==> config.mk <==
export PLATFORM = sky130hd
export DESIGN_NAME = tmds_decoder
export DESIGN_NICKNAME = d
export VERILOG_FILES = /design/src/rtl/tmds_pkg.sv /design/src/rtl/tmds_word_aligner.sv /design/src/rtl/tmds_decoder.sv
export SDC_FILE = /design/constraint.sdc
export NUM_CORES = 1
export LEC_CHECK = 0
export BUFFER_PORTS_ARGS = -buffer_cell sky130_fd_sc_hd__buf_2
export CORE_UTILIZATION = 25
export CTS_BUF_LIST = sky130_fd_sc_hd__clkbuf_4
export CTS_CLUSTER_DIAMETER = 120
export DETAILED_ROUTE_END_ITERATION = 8
export HOLD_SLACK_MARGIN = 0.15
export PLACE_DENSITY_LB_ADDON = 0.25
export SKIP_LAST_GASP = 1
export SYNTH_ARGS = -nofsm -noshare
export SYNTH_HDL_FRONTEND = slang
export SYNTH_SLANG_ARGS = --single-unit
==> constraint.sdc <==
create_clock -name clk -period 6.1 [get_ports clk]
set_input_delay 1.22 -clock clk [delete_from_list [all_inputs] [get_ports clk]]
set_output_delay 1.22 -clock clk [all_outputs]
set_load 0.01 [all_outputs]
==> src/rtl/tmds_pkg.sv <==
// tmds_pkg: TMDS control tokens, word-alignment states and the token matcher.
package tmds_pkg;

    localparam logic [9:0] TOK_00 = 10'b1101010100;
    localparam logic [9:0] TOK_01 = 10'b0010101011;
    localparam logic [9:0] TOK_10 = 10'b0101010100;
    localparam logic [9:0] TOK_11 = 10'b1010101011;

    typedef enum logic [1:0] {SEARCH, VERIFY, LOCKED} align_state_t;

    // Returns {hit, code}; code is 0 when there is no hit.
    function automatic logic [2:0] is_ctrl_token(input logic [9:0] w);
        return w == TOK_00 ? 3'b100 :
               w == TOK_01 ? 3'b101 :
               w == TOK_10 ? 3'b110 :
               w == TOK_11 ? 3'b111 : 3'b000;
    endfunction

endpackage

==> src/rtl/tmds_word_aligner.sv <==
// tmds_word_aligner: hunts for the 10-bit word boundary using control tokens.
module tmds_word_aligner
    import tmds_pkg::*;
#(
    parameter int LOCK_COUNT   = 8,
    parameter int SEARCH_DWELL = 16,
    parameter int LOSS_TIMEOUT = 65535
) (
    input  logic       clk,
    input  logic       rst,
    input  logic [9:0] d_in,
    output logic [9:0] window,
    output logic       is_token,
    output logic [1:0] token_code,
    output logic       locked,
    output logic       lock_next,
    output logic [3:0] bit_offset
);
    localparam int LW = $clog2(LOSS_TIMEOUT + 1);
    localparam int DW = $clog2(SEARCH_DWELL + 1);
    localparam int MW = $clog2(LOCK_COUNT + 1);

    logic [9:0]   cur, prev;
    logic [19:0]  pair;
    logic [3:0]   off_inc, off_nxt;
    align_state_t state, state_nxt;
    logic [DW-1:0] dwell_cnt, dwell_nxt;
    logic [MW-1:0] match_cnt, match_nxt;
    logic [LW-1:0] loss_cnt, loss_nxt;

    assign pair = {cur, prev};
    assign window = 10'(pair >> bit_offset);
    assign {is_token, token_code} = is_ctrl_token(window);
    assign off_inc = (bit_offset == 4'd9) ? 4'd0 : bit_offset + 4'd1;
    assign locked = state == LOCKED;
    // The output stage registers alongside the state, so it needs the upcoming lock status.
    assign lock_next = state_nxt == LOCKED;

    always_comb begin
        state_nxt = state;
        off_nxt   = bit_offset;
        dwell_nxt = dwell_cnt;
        match_nxt = match_cnt;
        loss_nxt  = loss_cnt;
        case (state)
            SEARCH:
                if (is_token) begin
                    state_nxt = VERIFY;
                    match_nxt = MW'(1);
                    dwell_nxt = '0;
                end else if (dwell_cnt == DW'(SEARCH_DWELL - 1)) begin
                    off_nxt   = off_inc;
                    dwell_nxt = '0;
                end else
                    dwell_nxt = dwell_cnt + 1'b1;
            VERIFY:
                if (is_token) begin
                    match_nxt = match_cnt + 1'b1;
                    if (match_nxt == MW'(LOCK_COUNT)) begin
                        state_nxt = LOCKED;
                        loss_nxt  = '0;
                    end
                end else begin
                    state_nxt = SEARCH;
                    off_nxt   = off_inc;
                    dwell_nxt = '0;
                end
            LOCKED:
                if (is_token)
                    loss_nxt = '0;
                else if (loss_cnt == LW'(LOSS_TIMEOUT - 1)) begin
                    state_nxt = SEARCH;
                    off_nxt   = off_inc;
                    dwell_nxt = '0;
                end else
                    loss_nxt = loss_cnt + 1'b1;
            default: state_nxt = SEARCH;
        endcase
    end

    always_ff @(posedge clk or posedge rst)
        if (rst) begin
            cur        <= '0;
            prev       <= '0;
            state      <= SEARCH;
            bit_offset <= '0;
            dwell_cnt  <= '0;
            match_cnt  <= '0;
            loss_cnt   <= '0;
        end else begin
            cur        <= d_in;
            prev       <= cur;
            state      <= state_nxt;
            bit_offset <= off_nxt;
            dwell_cnt  <= dwell_nxt;
            match_cnt  <= match_nxt;
            loss_cnt   <= loss_nxt;
        end

endmodule

==> src/rtl/tmds_decoder.sv <==
// tmds_decoder: TMDS 10b->8b channel decoder with word alignment.
// Define TMDS_ERR_CHECK_EN to add running-disparity checking and the disp_err port.
module tmds_decoder
    import tmds_pkg::*;
#(
    parameter int LOCK_COUNT   = 8,
    parameter int SEARCH_DWELL = 16,
    parameter int LOSS_TIMEOUT = 65535,
    parameter int DISP_LIMIT   = 10
) (
    input  logic       clk,
    input  logic       rst,
    input  logic [9:0] d_in,
    output logic [7:0] d_out,
    output logic [1:0] control,
    output logic       disp_ena,
    output logic       locked,
    output logic [3:0] bit_offset
`ifdef TMDS_ERR_CHECK_EN
    ,
    output logic       disp_err
`endif
);
    logic [9:0] window;
    logic       is_token, lock_next;
    logic [1:0] token_code;
    logic [7:0] q, dec;

    tmds_word_aligner #(
        .LOCK_COUNT  (LOCK_COUNT),
        .SEARCH_DWELL(SEARCH_DWELL),
        .LOSS_TIMEOUT(LOSS_TIMEOUT)
    ) u_aligner (
        .clk       (clk),
        .rst       (rst),
        .d_in      (d_in),
        .window    (window),
        .is_token  (is_token),
        .token_code(token_code),
        .locked    (locked),
        .lock_next (lock_next),
        .bit_offset(bit_offset)
    );

    assign q = window[9] ? ~window[7:0] : window[7:0];
    // window[8]=0 marks the XNOR chain, hence the extra inversion.
    assign dec = {q[7:1] ^ q[6:0] ^ {7{~window[8]}}, q[0]};

    always_ff @(posedge clk or posedge rst)
        if (rst) begin
            d_out    <= '0;
            control  <= '0;
            disp_ena <= 1'b0;
        end else begin
            d_out    <= (lock_next && !is_token) ? dec : 8'd0;
            disp_ena <= lock_next && !is_token;
            control  <= !lock_next ? 2'd0 : is_token ? token_code : control;
        end

`ifdef TMDS_ERR_CHECK_EN
    logic        [3:0] ones;
    logic signed [5:0] rd, rd_sat;
    logic signed [6:0] rd_sum;
    logic        [5:0] rd_abs;

    assign ones   = 4'($countones(window));
    assign rd_sum = $signed({rd[5], rd}) + $signed({2'b00, ones, 1'b0}) - 7'sd10;
    assign rd_sat = rd_sum > 7'sd31 ? 6'sd31 : rd_sum < -7'sd31 ? -6'sd31 : rd_sum[5:0];
    assign rd_abs = rd_sat[5] ? 6'(-rd_sat) : rd_sat;

    always_ff @(posedge clk or posedge rst)
        if (rst) begin
            rd       <= '0;
            disp_err <= 1'b0;
        end else begin
            rd       <= (!lock_next || is_token) ? 6'sd0 : rd_sat;
            disp_err <= lock_next && !is_token && rd_abs > 6'(DISP_LIMIT);
        end
`endif

endmodule

# Word level (Yosys, flattened, before mapping)
# Cells that the tools add are included.
[word_totals]
ff_bits = 62
wordCells = 85
in_bits = 12
output_inout_bits = 16
[classes]
n_mux = 35
bitwise = 4
n_addsub = 4
n_reduce_logical = 10
n_eq_ne = 21
n_shift = 1
[ops]
columns = ["operator", "count"]
rows = [
  ["$mux 16", 4],
  ["$mux 4", 8],
  ["$pmux 16 s2", 1],
  ["$mux 5", 5],
  ["$eq 10x10->1 const B", 2],
  ["$shr 20x4->10", 1],
  ["$add 16x1->16 const B", 1],
  ["$eq 16x16->1 const B", 1],
  ["$mux 8", 2],
  ["$pmux 5 s3", 1],
  ["$mux 2", 7],
  ["$xor 7x7->7", 2],
  ["$mux 3", 4],
  ["$pmux 4 s3", 1],
  ["$eq 10x8->1 const B", 1],
  ["$eq 10x9->1 const B", 1],
  ["$ne 2x2->1 const B", 5],
  ["$add 4x1->4 const B", 2],
  ["$eq 4x4->1 const B", 2],
  ["$ne 2x1->1 const B", 4],
  ["$not 8->8", 1],
  ["$pmux 4 s2", 1],
  ["$reduce_and 4->1", 2],
  ["$pmux 2 s3", 1],
  ["13 further kinds", 15],
]

# Depth between registers and ports, before layout
# Gate-level depths: netlist of the first run.
[depth]
depth_word = 11
mapped_depth = 16
ltp_nobuf = 12

# Cells and area by module
# From an unflattened synthesis of the first run, not the netlist that was laid out.
[unflattened]
hier_cells = 354
hier_area_um2 = 3945.0
[modules_own_cells]
columns = ["mod", "area_each_um2", "cells_each", "n_inst", "seq_area_each_um2"]
rows = [
  ["tmds_word_aligner", 3395.8, 310, 1, 1276.2],
  ["tmds_decoder", 549.3, 44, 1, 275.3],
]

# Worst setup path after synthesis of the first run
# No wires, ideal clock.
[synth_path]
path_type = "register to register"
startpoint = "register u_aligner.bit_offset[1]"
endpoint = "register u_aligner.dwell_cnt[0]"
required_time_ps = 5975
path_slack_ps = 2555
path_buffers = 3
path_stages_with_launch = 15
setup_ps = 125
arrival_ps = 3420
synth_period_minus_slack_ps = 3545
path_cell_list = "dfrtp_1 buf_6 buf_1 buf_2 mux4_2 nand2_1 and3_1 a21oi_1 ha_1 nand4_1 or2_2 mux2i_1 o31ai_4 and3_1 mux2_2"
[synth_between]
elab_chain_len = 8
word_cells_on_any_way = 14
cone_classes = "eq/ne: 6; shift: 1; mux: 6; reduce/logical: 1"
[synth_lines]
columns = ["item", "line", "rtl"]
rows = [
  ["from (decl)", "tmds_word_aligner.sv:17", "output logic [3:0] bit_offset"],
  ["from (signal assigned)", "tmds_word_aligner.sv:94", "bit_offset <= off_nxt;"],
  ["$shr 20x4->10 (*)", "tmds_word_aligner.sv:32", "assign window = 10'(pair >> bit_offset);"],
  ["$eq 10x10->1", "tmds_pkg.sv:16", "w == TOK_11 ? 3'b111 : 3'b000;"],
  ["$mux 3", "tmds_pkg.sv:16", ""],
  ["$mux 3", "tmds_pkg.sv:15", "w == TOK_10 ? 3'b110 :"],
  ["$mux 3", "tmds_pkg.sv:14", "w == TOK_01 ? 3'b101 :"],
  ["$mux 3 (*)", "tmds_pkg.sv:13", "return w == TOK_00 ? 3'b100 :"],
  ["$mux 5 / $ne 2x2->1 (equally long branches)", "-", ""],
  ["$pmux 5 s3 / $reduce_and 4->1 (equally long branches)", "-", ""],
  ["to (signal assigned)", "tmds_word_aligner.sv:95", "dwell_cnt <= dwell_nxt;"],
  ["to (decl)", "tmds_word_aligner.sv:27", "logic [DW-1:0] dwell_cnt, dwell_nxt;"],
]
# Mark *: on every way between the ends. The rest lies on a longest branch, timed or not.
# A chain may end at the register's enable or synchronous reset.

# Worst setup path after layout of the first run
[layout_path]
startpoint = "register u_aligner.bit_offset[1]"
endpoint = "register u_aligner.loss_cnt[14]"
[layout_between]
elab_chain_len = 8
word_cells_on_any_way = 14
cone_classes = "eq/ne: 6; shift: 1; mux: 6; reduce/logical: 1"
[layout_lines]
columns = ["item", "line", "rtl"]
rows = [
  ["$shr 20x4->10 (*)", "tmds_word_aligner.sv:32", ""],
  ["$eq 10x10->1", "tmds_pkg.sv:16", ""],
  ["$mux 3", "tmds_pkg.sv:16", ""],
  ["$mux 3", "tmds_pkg.sv:15", ""],
  ["$mux 3", "tmds_pkg.sv:14", ""],
  ["$mux 3 (*)", "tmds_pkg.sv:13", ""],
  ["$ne 3x3->1 (no line), or another cell as far along", "-", ""],
  ["$reduce_and 4->1 (no line) / $pmux 16 s2 (equally long branches)", "-", ""],
  ["to (signal assigned)", "tmds_word_aligner.sv:97", "loss_cnt <= loss_nxt;"],
  ["to (decl)", "tmds_word_aligner.sv:29", "logic [LW-1:0] loss_cnt, loss_nxt;"],
]
# Marked as above.

==> flow_summary.json, run 1 <==
{
  "synth.most_common_cell": "dfrtp_1",
  "routed_wl_microns": 8680,
  "yosysUniqueCellTypes": 65,
  "synth_top_cell_area_share": 0.400,
  "ios": 28,
  "worstPathRequired_ps": 6440,
  "reg2reg_from": "u_aligner.bit_offset[1]$_DFFE_PP0P_",
  "synthFlopType": "dfrtp_1",
  "drc": 0,
  "tightest_slew_ps": 1140,
  "die_x_microns": 127,
  "numPortBuffers": 27,
  "finalMaxSlewViolations": 0,
  "cts_made_buffers": 9,
  "place.gp.congestion": 0.784,
  "critPathCaptureType": "flop",
  "period_share": 0.745,
  "hold_buffers": 0,
  "crit_top_cell": "mux2i_1",
  "peakVddDrop_v": 0.000122,
  "drive_above_1_share": 0.241,
  "synth_fa_ha_area_frac": 0.0516,
  "ant_nets": 0,
  "min_period_ps": 4550,
  "clk_path_buf_depth": 2,
  "setup_viol": 0,
  "syn2layout_area_growth_pct": 11.6,
  "syn_inst": 347,
  "start_util": 0.256,
  "die_height_microns": 127,
  "synth_common_cells": "dfrtp_1, nand2_1, nor2_1",
  "hold_violations": 0,
  "clk_latency_ps": 420,
  "synthSimpleGateAreaFrac": 0.145,
  "post_cts_resize_count": 0,
  "drt_first_pass_iters": 4,
  "rsz0062_at_grt": "no",
  "post_synth_mux_area_share": 0.192,
  "viasPerCell": 4.94,
  "synth-warning-count": 0,
  "drtIter0Drc": 206,
  "clock-root-buffer": "clkbuf_4",
  "cts_tree": "yes",
  "path_max_fanout": 29,
  "power_density_mw_per_mm2": 405,
  "hold_class": "flop to flop",
  "synth_top_area_cell": "dfrtp_1",
  "dp_cells": 549,
  "hold_start": "u_aligner.cur[8]$_DFF_PP0_",
  "worst_ep_arrival_time_ps": 4890,
  "ctsHtreeMaxLevel": 3,
  "finalNetCount": 400,
  "final_cells": 566,
  "synth_area_leaders": "dfrtp_1, mux4_2, ha_1",
  "cts_setup_buffers": 0,
  "synthArstFlopShare": 1.00,
  "fin_worst_skew_ps": 12.9,
  "synth_xor_area_frac": 0.0384,
  "crit_type": "flop to flop",
  "synth-seq-cells": 62,
  "vias": 2798,
  "worst_path_max_delay_cell": "dfrtp_1",
  "core_sq_mm": 0.0151,
  "synth_compound_area_frac": 0.133,
  "p_leak_uw": 0.00186,
  "synth_edf_count": 0,
  "track_usage": 0.117,
  "grt_pass1_vias": 2837,
  "wire_per_inst_microns": 15.3,
  "path_cells": "mux4_2, mux2i_1, mux2_2, ha_1, nand4_1, or2_2, mux2i_1, o21ai_2, a211oi_1, mux2i_1",
  "rows": 45,
  "critPathLaunchType": "flop",
  "synth_area_sq_mm": 0.00388,
  "place_hpwl_microns": 6070,
  "syn_avg_cell_area_sq_um": 11.2,
  "grt_start_max_net_pins": 63,
  "antenna_found_initial": 1,
  "drv_cap": 0,
  "slew-limit-headroom": 0.240,
  "setup_tns_ps": 0,
  "grt_first_pass_wirelength_microns": 14800,
  "max_freq_mhz": 220,
  "slowest_delay_ps": 1120,
  "clkTransAtPathRegs_ps": 110,
  "synth_seq_area_share": 0.400,
  "die_area_sq_mm": 0.0160,
  "synth_top_family_by_area": "multiplexers",
  "synth_nets": 375,
  "startpoint": "u_aligner.bit_offset[1]$_DFFE_PP0P_",
  "cts_sinks": 62,
  "outcome": "completed",
  "gr-total-overflow": 0
}
-- stage by stage --
step | instance area [sq um] | util | worst slack, ps | total power [uW] | hold slack, ps
6_report | 4330 | 0.286 | 1550 | 1750 | 472
5_1_grt | 4330 | 0.286 | 1140 | 1900 | 481
4_1_cts | 4330 | 0.286 | 1510 | 1790 | 484
3_5_place_dp | 4180 | 0.276 | 1560 | 1480 | 447
3_3_place_gp | 4180 | 0.276 | 1730 | 1480 | 449
2_1_floorplan | 3880 | - | 2560 | 1310 | 384
-- critical path, delay by kind of cell (launching register included) --
kind | cells | cell delay [ps]
flops | 1 | 1120
compound gates | 2 | 700
fa+ha+maj | 1 | 140
simple gates | 2 | 470
mux | 5 | 2040
-- kinds of logic after synthesis --
logic type / Yosys count
AOI/OAI and AO/OA: 63
DFF: 62
xor gates and xnor gates: 17
and+or+nand+nor: 108
adders and majority gates: 16
muxes: 46
buffers and inverters: 35
-- registers in the layout, indices dropped and copies added, names as in the netlist --
register / flops
u_aligner.loss_cnt: 16
u_aligner.cur: 10
u_aligner.prev: 10
d_out: 8
u_aligner.dwell_cnt: 5
u_aligner.bit_offset: 4
u_aligner.match_cnt: 4
control: 2
u_aligner.state: 2
disp_ena: 1
-- layout by cell type, fill, tap and decap left out, drive strengths merged, types with 6 or more instances in the layout --
cell type,netlist,final
a21oi,10,10
and3,6,6
buf,11,29
clkbuf,4,9
dfrtp,62,62
ha,16,16
inv,19,20
mux2,9,9
mux2i,17,17
mux4,20,20
nand2,29,29
nand3,14,14
nand4,8,8
nor2,24,24
o211ai,10,10
o21ai,10,10
or4,8,8
xnor2,9,9
xor2,8,8
-- path summary, 6_finish.rpt --
path,endpoint,slack [ps],cells past startpoint
max,u_aligner.loss_cnt[14]$_DFFE_PP0P_,1550,10
min reg2reg,u_aligner.prev[8]$_DFF_PP0_,470,0
max reg2reg,u_aligner.loss_cnt[14]$_DFFE_PP0P_,1550,10
min,u_aligner.prev[8]$_DFF_PP0_,470,0
min in group asynchronous,u_aligner.cur[3]$_DFF_PP0_,1020,3
max in group asynchronous,u_aligner.dwell_cnt[1]$_DFFE_PP0P_,4560,3
-- per-layer routing --
metal	vias to the layer above	wire length, microns	track usage
met2	48	3880	0.174
met3	8	370	0.0371
met5	-	0	0
met1	1394	4330	0.161
li1	1348	-	-
met4	0	102	0.0397
-- layout make-up --
class | count | area, sq um
fillers | 1553 | 10800
multi-input cells | 250 | 2170
flip-flops and latches | 62 | 1550
well taps | 188 | 235
repair buffers | 29 | 150
inverters | 20 | 75.1
clock inverters | 7 | 73.8
clock buffers | 9 | 67.6
diodes | 1 | 2.50
-- where the power goes --
group          switching [uW]  total, uW  internal (uW)
sequential                114        564            449
combinational             429        898            468
clock                     166        291            125
total                     709       1750           1040
Note: power is estimated with default switching activity, not from simulation.
==> inputs of run 2 (changes only) <==
clock period = 4.2 ns   (was 6.1 ns; I/O delays follow)
==> run 2 against run 1 <==
Compared with the run above:
- global-route usage is 0.17 points higher
- total power is 54% higher
- critical path depth is 1 higher
- final area is 1.9% higher
- clock skew is 1.9 ps higher
- register-to-register slack worse by 1100 ps
- largest power group unchanged
==> flow_summary.json, run 2 (synthesis gave the netlist of run 1 again) <==
{
  "outcome": "completed",
  "cts_made_buffers": 9,
  "gr-total-overflow": 0,
  "reg2reg_from": "u_aligner.bit_offset[0]$_DFFE_PP0P_",
  "drive_above_1_share": 0.251,
  "setup.reg_to_reg.worst_slack_ps": 410,
  "ctsHtreeMaxLevel": 3,
  "grt_start_max_net_pins": 33,
  "die_area_sq_mm": 0.0160,
  "clk_latency_ps": 420,
  "slew-limit-headroom": 0.468,
  "cts_setup_buffers": 0,
  "ios": 28,
  "min_period_ps": 3790,
  "clk_path_buf_depth": 2,
  "final_common_cell": "dfrtp_1",
  "path_max_fanout": 17,
  "largest_reg_flops": 16,
  "vias": 2839,
  "viasPerCell": 4.97,
  "place.gp.congestion": 0.830,
  "die_x_microns": 127,
  "period_share": 0.901,
  "hold_class": "flop to flop",
  "routed_wl_microns": 8770,
  "tightest_slew_ps": 793,
  "grt_pass1_vias": 2821,
  "max_freq_mhz": 264,
  "clock-root-buffer": "clkbuf_4",
  "clkTransAtPathRegs_ps": 110,
  "final_cells": 571,
  "cts_tree": "yes",
  "die_height_microns": 127,
  "drtIter0Drc": 193,
  "reg2reg_to": "u_aligner.dwell_cnt[3]$_DFFE_PP0P_",
  "start_util": 0.256,
  "numPortBuffers": 27,
  "ant_nets": 0,
  "p_leak_uw": 0.00192,
  "drc": 0,
  "worst_ep_arrival_time_ps": 4100,
  "cts_sinks": 62,
  "setup_tns_ps": 0,
  "power_density_mw_per_mm2": 611,
  "worstPathRequired_ps": 4520,
  "track_usage": 0.119,
  "largest_register": "u_aligner.loss_cnt",
  "hold_violations": 0,
  "wire_per_inst_microns": 15.4,
  "setup_viol": 0,
  "critPathCaptureType": "flop",
  "fin_worst_skew_ps": 14.8,
  "drt_first_pass_iters": 4,
  "antenna_found_initial": 0,
  "dp_cells": 555,
  "core_sq_mm": 0.0151,
  "hold_path_depth": 0,
  "syn2layout_area_growth_pct": 13.7,
  "num_antenna_cells": 0,
  "hold_end": "u_aligner.prev[7]$_DFF_PP0_",
  "crit_type": "flop to flop",
  "worstRegToRegCells": 11,
  "final_cell_mix": "dfrtp_1, nand2_1, buf_2",
  "reg_top3": "u_aligner.loss_cnt x16, u_aligner.cur x10, u_aligner.prev x10",
  "finalNetCount": 406,
  "rows": 45,
  "hold_slack_ps": 459,
  "hold_start": "u_aligner.cur[7]$_DFF_PP0_",
  "place_hpwl_microns": 6390,
  "hold_buffers": 0,
  "grt_first_pass_wirelength_microns": 14900,
  "p_total_uw": 2690,
  "post_cts_resize_count": 0,
  "peakVddDrop_v": 0.000175,
  "rsz0062_at_grt": "no",
  "finalMaxSlewViolations": 0,
  "drv_cap": 0,
  "critPathLaunchType": "flop"
}
[run 2: cell count changes in the layout (fill, tap and decap cells not counted)]
cell,delta
clkinvlp_4,-3
buf_4,+6
bufinv_16,+2
clkinv_1,+1
clkbuf_4,+2
diode_2,-1
clkinv_4,-1
inv_6,-1
[run 2: how the worst max path moves through the flow]
| stage | from | to | cells past startpoint |
|---|---|---|---|
| after floorplan | u_aligner.bit_offset[1]$_DFFE_PP0P_ | u_aligner.dwell_cnt[0]$_DFFE_PP0P_ | 14 |
| after global placement | u_aligner.bit_offset[0]$_DFFE_PP0P_ | u_aligner.dwell_cnt[1]$_DFFE_PP0P_ | 11 |
| after detailed placement | u_aligner.bit_offset[0]$_DFFE_PP0P_ | u_aligner.loss_cnt[13]$_DFFE_PP0P_ | 10 |
| after CTS | u_aligner.bit_offset[0]$_DFFE_PP0P_ | u_aligner.loss_cnt[8]$_DFFE_PP0P_ | 10 |
| after global routing | u_aligner.bit_offset[0]$_DFFE_PP0P_ | u_aligner.loss_cnt[13]$_DFFE_PP0P_ | 10 |
| final | u_aligner.bit_offset[0]$_DFFE_PP0P_ | u_aligner.dwell_cnt[3]$_DFFE_PP0P_ | 11 |
[run 2: layout make-up]
type	count	area, sq um
Fill cell	1538	10700
Inverter	20	75.1
Sequential cell	62	1550
Timing Repair Buffer	35	195
Clock inverter	5	97.6
Multi-Input combinational cell	250	2170
Clock buffer	11	82.6
Tap cell	188	235
[run 2: layer usage]
| metal | share of wire | track usage | up-vias |
|---|---|---|---|
| li1 | - | - | 1366 |
| met1 | 0.51 | 0.167 | 1401 |
| met2 | 0.44 | 0.176 | 59 |
| met3 | 0.040 | 0.0325 | 13 |
| met4 | 0.014 | 0.0404 | 0 |
| met5 | 0 | 0 | - |
[run 2: metrics by stage]
stage	worst slack, ps	utilization	instance area [sq um]
finish	414	0.291	4410
global route	116	0.291	4410
CTS	357	0.291	4410
detailed placement	393	0.279	4230
global placement	451	0.279	4230
floorplan	655	-	3880
[run 2: critical path, cell delays in order (launching register included)]
cell and delay (ps):
dfrtp_1 880, mux4_2 620, a221oi_1 300, a21o_1 180
inv_1 60, ha_1 210, nand4_1 150, nor2_1 100
mux2_4 350, o31ai_4 410, a21boi_0 170, a211o_1 250
[run 2: power breakdown]
part | leakage [uW] | switching, uW | internal (uW)
Sequential | 0.000803 | 141 | 653
Clock | 0.0000961 | 219 | 311
Combinational | 0.00102 | 666 | 702
Total | 0.00192 | 1030 | 1670
